### config.mk
export PLATFORM = sky130hd
export DESIGN_NAME = video_cfg_ctrl
export DESIGN_NICKNAME = d
export VERILOG_FILES = /design/src/rtl/video_cfg_pkg.sv /design/src/rtl/video_cfg_ctrl_vol_ramp.sv /design/src/rtl/video_cfg_ctrl.sv
export SDC_FILE = /design/constraint.sdc
export NUM_CORES = 1
export LEC_CHECK = 0
export CORE_MARGIN = 1.5
export CORE_UTILIZATION = 56
export CTS_BUF_LIST = sky130_fd_sc_hd__clkbuf_8
export CTS_CLUSTER_DIAMETER = 30
export DETAILED_ROUTE_END_ITERATION = 10
export PLACE_DENSITY = 0.82
export SLEW_MARGIN = 20
export SYNTH_ARGS = -nofsm -noshare
export SYNTH_HDL_FRONTEND = slang
export SYNTH_SLANG_ARGS = --single-unit
export TNS_END_PERCENT = 30
### constraint.sdc
create_clock -name clk -period 4.3 [get_ports clk]
set_clock_uncertainty 0.1 [all_clocks]
set_input_delay 0.645 -clock clk [delete_from_list [all_inputs] [get_ports clk]]
set_output_delay 0.645 -clock clk [all_outputs]
set_load 0.02 [all_outputs]
### src/rtl/video_cfg_pkg.sv
// Shared types and constants for the video configuration controller.
package video_cfg_pkg;

  // Parser states
  typedef enum logic [2:0] {
    ST_IDLE      = 3'd0,
    ST_CMD       = 3'd1,
    ST_VCFG      = 3'd2,
    ST_VCFG_DONE = 3'd3,
    ST_FWD       = 3'd4
  } state_t;

  // Settings carried by a video-config payload byte
  typedef struct packed {
    logic [1:0] scanlines;
    logic [1:0] volume;
    logic       wide;
  } cfg_t;

  // Payload byte field positions; bits [7:5] carry nothing
  localparam int SCAN_LSB = 0;
  localparam int SCAN_MSB = 1;
  localparam int VOL_LSB  = 2;
  localparam int VOL_MSB  = 3;
  localparam int WIDE_BIT = 4;

  localparam logic [7:0] VCFG_CMD_DEF = 8'h50;

  // One volume step toward the target, or hold when already there
  function automatic logic [1:0] step_toward(input logic [1:0] cur, input logic [1:0] tgt);
    if (cur < tgt) begin
      return cur + 2'd1;
    end else if (cur > tgt) begin
      return cur - 2'd1;
    end else begin
      return cur;
    end
  endfunction

endpackage

### src/rtl/video_cfg_ctrl_vol_ramp.sv
// Volume target register with a one-step-per-frame ramp toward it.
module video_cfg_ctrl_vol_ramp
  import video_cfg_pkg::*;
#(
  parameter logic [1:0] DEF_VOLUME = 2'd3
) (
  input  logic       clk,
  input  logic       reset,
  input  logic       frame_i,
  input  logic       load_i,
  input  logic [1:0] load_value_i,
  output logic [1:0] volume_o
);

  logic [1:0] target_q;
  logic [1:0] vol_q;
  logic [1:0] tgt_eff;

  // A target loaded at this frame already drives this frame's step,
  // so a full 0->3 ramp completes in three frames.
  assign tgt_eff = load_i ? load_value_i : target_q;

  // Target load and single-step ramp, both only on frame boundaries
  always_ff @(posedge clk) begin
    if (reset) begin
      target_q <= DEF_VOLUME;
      vol_q    <= DEF_VOLUME;
    end else if (frame_i) begin
      vol_q <= step_toward(vol_q, tgt_eff);
      if (load_i) begin
        target_q <= load_value_i;
      end
    end
  end

  assign volume_o = vol_q;

endmodule

### src/rtl/video_cfg_ctrl.sv
// MCU message parser: forwards OSD traffic, captures video-config
// payloads into a shadow and applies them at vsync falling edges.
//
// state        | meaning
// ST_IDLE      | waiting for mcu_start, strobes ignored
// ST_CMD       | next strobe carries the command byte
// ST_VCFG      | next strobe carries the video-config payload
// ST_VCFG_DONE | payload taken, strobes ignored until next start
// ST_FWD       | OSD message, every strobe forwarded
module video_cfg_ctrl
  import video_cfg_pkg::*;
#(
  parameter logic [7:0] VCFG_CMD      = VCFG_CMD_DEF,
  parameter logic [1:0] DEF_SCANLINES = 2'd0,
  parameter logic [1:0] DEF_VOLUME    = 2'd3,
  parameter logic       DEF_WIDE      = 1'b0
) (
  input  logic       clk,
  input  logic       reset,
  input  logic       mcu_start,
  input  logic       mcu_strobe,
  input  logic [7:0] mcu_data,
  input  logic       vs_n,
  output logic       osd_start,
  output logic       osd_strobe,
  output logic [7:0] osd_data,
  output logic [1:0] system_scanlines,
  output logic [1:0] system_volume,
  output logic       system_wide_screen,
  output logic       cfg_pending,
  output logic       resync
);

  state_t     state_q;
  logic       osd_start_q;
  logic       osd_strobe_q;
  logic [7:0] osd_data_q;
  logic       fwd_pend_q;
  logic [7:0] fwd_byte_q;
  cfg_t       shadow_q;
  logic       cfg_pending_q;

  logic       vs_n_q;
  logic [1:0] scanlines_q;
  logic       wide_q;
  logic       resync_q;

  logic       boundary;
  logic       apply;
  logic       cmd_hit;

  assign boundary = vs_n_q & ~vs_n;
  assign apply    = boundary & cfg_pending_q;
  // A start in the same cycle as a strobe makes that byte the command byte
  assign cmd_hit  = mcu_strobe & (mcu_start | (state_q == ST_CMD));

  // Parser FSM with registered OSD outputs and config shadow
  always_ff @(posedge clk) begin
    if (reset) begin
      state_q       <= ST_IDLE;
      osd_start_q   <= 1'b0;
      osd_strobe_q  <= 1'b0;
      osd_data_q    <= 8'h00;
      fwd_pend_q    <= 1'b0;
      fwd_byte_q    <= 8'h00;
      shadow_q      <= '{scanlines: DEF_SCANLINES, volume: DEF_VOLUME, wide: DEF_WIDE};
      cfg_pending_q <= 1'b0;
    end else begin
      osd_start_q  <= 1'b0;
      osd_strobe_q <= 1'b0;

      // Command byte goes out one cycle behind its osd_start
      if (fwd_pend_q) begin
        osd_strobe_q <= 1'b1;
        osd_data_q   <= fwd_byte_q;
        fwd_pend_q   <= 1'b0;
      end

      // The boundary consumes the shadow; a same-cycle write below re-arms it
      if (apply) begin
        cfg_pending_q <= 1'b0;
      end

      if (cmd_hit) begin
        if (mcu_data == VCFG_CMD) begin
          state_q <= ST_VCFG;
        end else begin
          state_q     <= ST_FWD;
          osd_start_q <= 1'b1;
          fwd_pend_q  <= 1'b1;
          fwd_byte_q  <= mcu_data;
        end
      end else if (mcu_start) begin
        state_q <= ST_CMD;
      end else if (mcu_strobe) begin
        case (state_q)
          ST_VCFG: begin
            shadow_q.scanlines <= mcu_data[SCAN_MSB:SCAN_LSB];
            shadow_q.volume    <= mcu_data[VOL_MSB:VOL_LSB];
            shadow_q.wide      <= mcu_data[WIDE_BIT];
            cfg_pending_q      <= 1'b1;
            state_q            <= ST_VCFG_DONE;
          end
          ST_FWD: begin
            osd_strobe_q <= 1'b1;
            osd_data_q   <= mcu_data;
          end
          default: ;
        endcase
      end
    end
  end

  // Frame-boundary detect and application of scanlines / wide screen
  always_ff @(posedge clk) begin
    if (reset) begin
      vs_n_q      <= 1'b0;
      scanlines_q <= DEF_SCANLINES;
      wide_q      <= DEF_WIDE;
      resync_q    <= 1'b0;
    end else begin
      vs_n_q   <= vs_n;
      resync_q <= 1'b0;
      if (apply) begin
        scanlines_q <= shadow_q.scanlines;
        wide_q      <= shadow_q.wide;
        resync_q    <= (shadow_q.wide != wide_q);
      end
    end
  end

  video_cfg_ctrl_vol_ramp #(
    .DEF_VOLUME (DEF_VOLUME)
  ) u_vol_ramp (
    .clk          (clk),
    .reset        (reset),
    .frame_i      (boundary),
    .load_i       (apply),
    .load_value_i (shadow_q.volume),
    .volume_o     (system_volume)
  );

  assign osd_start          = osd_start_q;
  assign osd_strobe         = osd_strobe_q;
  assign osd_data           = osd_data_q;
  assign system_scanlines   = scanlines_q;
  assign system_wide_screen = wide_q;
  assign cfg_pending        = cfg_pending_q;
  assign resync             = resync_q;

endmodule
### Word level (Yosys, flattened, before mapping)

Cells that the tools add are included.

* output and inout bits: 17
* bits in registers: 36
* word-level logic and storage cells: 66
* input bits: 13

* reduce and logical (&&, ||, !) cells: 9
* equal/unequal tests: 5
* bitwise logic cells: 9
* order comparisons: 2
* mux-type cells: 24
* add/subtract/negate cells: 2

Operators by type and width (number)
* $mux W8: 5
* $mux W3: 5
* $mux W1: 11
* $eq A8 B7 Y1 const B: 1
* $mux W2: 3
* $reduce_and A2 Y1: 3
* $reduce_bool A3 Y1: 2
* $not A1 Y1: 5
* $reduce_and A4 Y1: 1
* $reduce_or A2 Y1: 2
* $and A1 B1 Y1: 3
* $eq A3 B1 Y1 const B: 1
* $eq A3 B2 Y1 const B: 1
* $eq A3 B3 Y1 const B: 1
* $add A2 B1 Y2 const B: 1
* $gt A2 B2 Y1: 1
* $lt A2 B2 Y1: 1
* $reduce_bool A2 Y1: 1
* $sub A2 B1 Y2 const B: 1
* $ne A1 B1 Y1: 1
* $or A1 B1 Y1: 1

### Logic depth before layout (Yosys ltp)

* depth after elaboration: 8
* gate-level depth with buffers: 8
* mapped depth without buffers: 8

### Modules after synthesis

Synthesis repeated with hierarchy kept, for this count alone.

* cell total of the unflattened synthesis: 168
* area total of the unflattened synthesis: 1581.5 µm²

By module, submodules not included
* video_cfg_ctrl: sequential area each 640.6 µm², area an instance 1338.8 µm², times used 1, cells an instance 142
* video_cfg_ctrl_vol_ramp: sequential area each 80.1 µm², area an instance 242.7 µm², times used 1, cells an instance 26

### Worst setup path after synthesis

Ideal clock, no wire load.

* path type: input to register
* start: input port vs_n
* end: register u_vol_ramp.vol_q[1] (netlist: u_vol_ramp.volume_o[1])
* cell stages on the path: 8
* setup time: 72 ps
* path slack: 1905 ps
* arrival time: 2223 ps
* buffers on the path: 0
* data required time: 4128 ps
* cells stage by stage: nor2b_1 > nand2_1 > mux2_2 > ha_1 > nand2_1 > o21ai_0 > nor3_1 > mux2i_1

* longest elaborated chain between the ends: 7
* elaborated cells between the ends (all ways): 9
* those cells by class: order compare (2); mux (2); bitwise (3); reduce/logical (2)

RTL lines
* start, declared: RTL line video_cfg_ctrl.sv:23 `input logic vs_n,`
* $not A1 Y1 (*): RTL line video_cfg_ctrl.sv:52 `assign boundary = vs_n_q & ~vs_n;`
* $and A1 B1 Y1 (*): RTL line video_cfg_ctrl.sv:52
* $and A1 B1 Y1 (*): RTL line video_cfg_ctrl.sv:53 `assign apply = boundary & cfg_pending_q;`
* $mux W2 (*)
* net u_vol_ramp.tgt_eff[0]: RTL line video_cfg_ctrl_vol_ramp.sv:17 `logic [1:0] tgt_eff;`
* $gt A2 B2 Y1 / $lt A2 B2 Y1 (equally long branches): RTL line video_cfg_pkg.sv:33, video_cfg_pkg.sv:31
* $reduce_bool A2 Y1 (no source line)
* $reduce_and A2 Y1 (no source line)
* end signal, assigned: RTL line video_cfg_ctrl_vol_ramp.sv:29 `vol_q <= step_toward(vol_q, tgt_eff);`
* end, declared: RTL line video_cfg_ctrl_vol_ramp.sv:16 `logic [1:0] vol_q;`

The timed path passes the listed nets; every way through them passes the cells marked *.
A chain may end at the register's enable or synchronous reset.

### Final worst setup path

Same ends and word-level chain as after synthesis.

==> impl_metrics.yaml <==
place:
  io_buffers: 29
  gp_congestion: 0.682
  placed_cells: 204
  dpl_cell_area_mm2: 0.00176
  hpwlAfterDp_mm: 2.09
  place_ws_ns: 1.23
timing:
  hold_viol_final: 0
  setup-tns-final_ns: 0
  rsz0062_at_grt: "no"
  fmax_ghz: 0.357
  drv_slew: 0
  finalSetupViolCount: 0
  whs_ns: 0.355
  fin_crit_sh: 0.652
  fin_ws_ns: 1.50
  slew_headroom: 0.547
  worstMarginPinSlew_ns: 0.679
  fin_crit_ns: 2.80
synthesis:
  synth_top_family_by_area: "simple AND/OR/NAND/NOR gates"
  ys_types: 29
  yosys.area_share.simple: 0.179
  avgSynthCellArea_um2: 9.65
  synth-xor-area-share: 0.0119
  yosys-top-cells-area: "dfxtp_1, mux2i_1, nor2_1, a211oi_1, a21oi_1"
  synth_compound_area_frac: 0.118
  synthesis.area_mm2: 0.00147
  synthMuxAreaShare: 0.144
  ys_warn_count: 0
  synthAdderAreaFrac: 0.0171
  ys_ff_latch: 36
  yosysTopAreaCell: "dfxtp_1"
  syn_inst: 152
  ys_seq_area_frac: 0.491
  synth_top_area_frac: 0.491
  syn_nets: 167
finish:
  fin_nets: 196
  antennaDiodeCount: 0
  drive_gt1_frac: 0.0714
  final_cells: 212
  fin_area_mm2: 0.00185
  syn2layout_area_growth_pct: 26.0
global_route:
  grt_use_met2: 0.380
  use_met3: 0.0556
  grt_pass1_vias: 1087
  use_met1: 0.261
  grt_max_degree: 38
  grtUsageTotal: 0.229
  busiest_layer: "met2"
  grt-ovfl-total: 0
  grt_pass1_wl_mm: 4.69
  antenna_found_initial: 0
clock_network:
  cts_num_sinks: 36
  cts_root_buffer: "clkbuf_8"
  cts_setup_buffers: 0
  post_cts_resized: 0
  cts_tree: "built"
  cts-buffers-inserted: 5
  clkTransAtPathRegs_ns: 0.07
  cts_hold_buf: 0
  clockBufferDepth: 2
  htree_num_levels: 2
  clk_latency_ns: 0.29
floorplan:
  initial_core_util: 0.592
  core_mm2: 0.00248
  rows: 18
  die_w_um: 54.2
  io_pins: 30
  die-height_um: 54.2
  die_area_mm2: 0.00293
drt:
  drtPass1Iterations: 4
  first_iter_violations: 22
  vias: 1163
  routed_wl_mm: 2.95
  vias_per_cell: 5.49
  routedWlPerCell_um: 13.9
  drc_errors: 0
  final_antenna_net_count: 0
min_path:
  min_path_cells: 2
  worstHoldStart: "system_scanlines[0]"
  hold_path_end: "system_scanlines[0]"
  hold_path.class: "register to register"
setup_path:
  crit_path_end_kind: "register"
  path_class: "input port to register"
  rr_worst_depth: 8
  timing.rr.start: "vs_n_q"
  r2r_setup_slack_ns: 1.94
  crit_fanout: 6
  cp_data_arrival_time_ns: 2.93
  reg2reg_to: "u_vol_ramp.volume_o[1]"
  worst_setup_path_start_kind: "input port"
  required_ns: 4.42
power:
  p_per_area_mw_per_mm2: 351
  ir_drop_v: 0.000283
  p_leak_uw: 0.000728
run:
  max_cap_violations: 0
status:
  status: "completed"
==> routing by layer <==
layer | up-vias | wire [µm]
li1 | 595 | -
met1 | 541 | 1290
met2 | 20 | 1500
met3 | 7 | 103
met4 | 0 | 60
met5 | - | 0
==> critical path, cell delays in order <==
cell	delay (ns)
clkdlybuf4s50_1	0.41
nor2b_1	0.33
nand2_1	0.23
mux2_2	0.34
ha_1	0.27
nand2_1	0.06
o21ai_0	0.16
nor3_1	0.29
mux2i_1	0.20
==> worst max-delay path by stage <==
stage / cells past startpoint / end / slack (ns) / startpoint
CTS: 9 / u_vol_ramp.volume_o[1] / 1.50 / vs_n
detailed placement: 9 / u_vol_ramp.volume_o[1] / 1.23 / vs_n
global route: 9 / u_vol_ramp.volume_o[1] / 1.32 / vs_n
finish: 9 / u_vol_ramp.volume_o[1] / 1.50 / vs_n
global placement: 9 / u_vol_ramp.volume_o[1] / 1.38 / vs_n
floorplan: 8 / u_vol_ramp.volume_o[1] / 1.91 / vs_n
==> layout make-up <==
| type | instances | area [µm²] |
|---|---|---|
| Clock inverter | 2 | 10.0 |
| Sequential cell | 36 | 721 |
| Clock buffer | 6 | 82.6 |
| Tap cell | 30 | 37.5 |
| Timing Repair Buffer | 29 | 285 |
| Fill cell | 183 | 629 |
| Multi-Input combinational cell | 103 | 689 |
| Inverter | 6 | 22.5 |
==> per-stage QoR <==
| stage | util | total power, µW |
|---|---|---|
| floorplan | - | 389 |
| global placement | 0.711 | 413 |
| detailed placement | 0.709 | 415 |
| CTS | 0.746 | 654 |
| global route | 0.746 | 674 |
| finish | 0.746 | 649 |
==> report_power, final <==
| part | total (µW) | internal, µW | leakage (µW) | switching [µW] |
|---|---|---|---|---|
| Sequential | 350 | 343 | 0.000293 | 7.06 |
| Combinational | 57.6 | 28.9 | 0.000384 | 28.7 |
| Clock | 242 | 128 | 0.0000510 | 114 |
| Total | 649 | 500 | 0.000728 | 150 |
==> synthesized netlist by cell type (all sizes together) <==
master / instances
o211ai: 1
clkbuf: 5
a211oi: 8
nand3b: 1
buf: 2
nand2b: 4
mux2: 1
or4b: 2
o21a: 1
a21oi: 7
nor2b: 5
nand3: 4
o221ai: 1
nor4: 1
nor3b: 2
dfxtp: 36
a211o: 2
nand2: 7
a221oi: 1
inv: 6
nor3: 3
nor2: 24
xnor2: 2
mux2i: 20
or2: 1
ha: 2
o21ai: 2
o32a: 1
==> state kept, by name (all words and copies together) (netlist names) <==
name / count
cfg_pending: 1
fwd_byte_q: 8
fwd_pend_q: 1
osd_data: 8
osd_strobe: 1
resync: 1
shadow_q: 5
state_q: 3
system_scanlines: 2
system_wide_screen: 1
u_vol_ramp.target_q: 2
u_vol_ramp.volume_o: 2
vs_n_q: 1
==> cell families (layout without fill, tap and decap cells) <==
group           Yosys count  count (layout)
simple gates             54              54
flops                    36              36
compound gates           24              24
mux                      21              21
buf+inv                  13              43
fa+ha+maj                 2               2
xor+xnor                  2               2
==> layout by cell type (no fill, tap or decap), types with 3 or more instances in the layout <==
cell,n
clkbuf_8,6
nand2b_1,4
nand2_1,7
nor2b_1,5
a21oi_1,7
dfxtp_1,36
nor3_1,3
mux2i_1,20
nand3_1,4
a211oi_1,8
nor2_1,24
inv_1,6
clkdlybuf4s50_1,28
No activity file was read; power rests on OpenSTA's default activity.
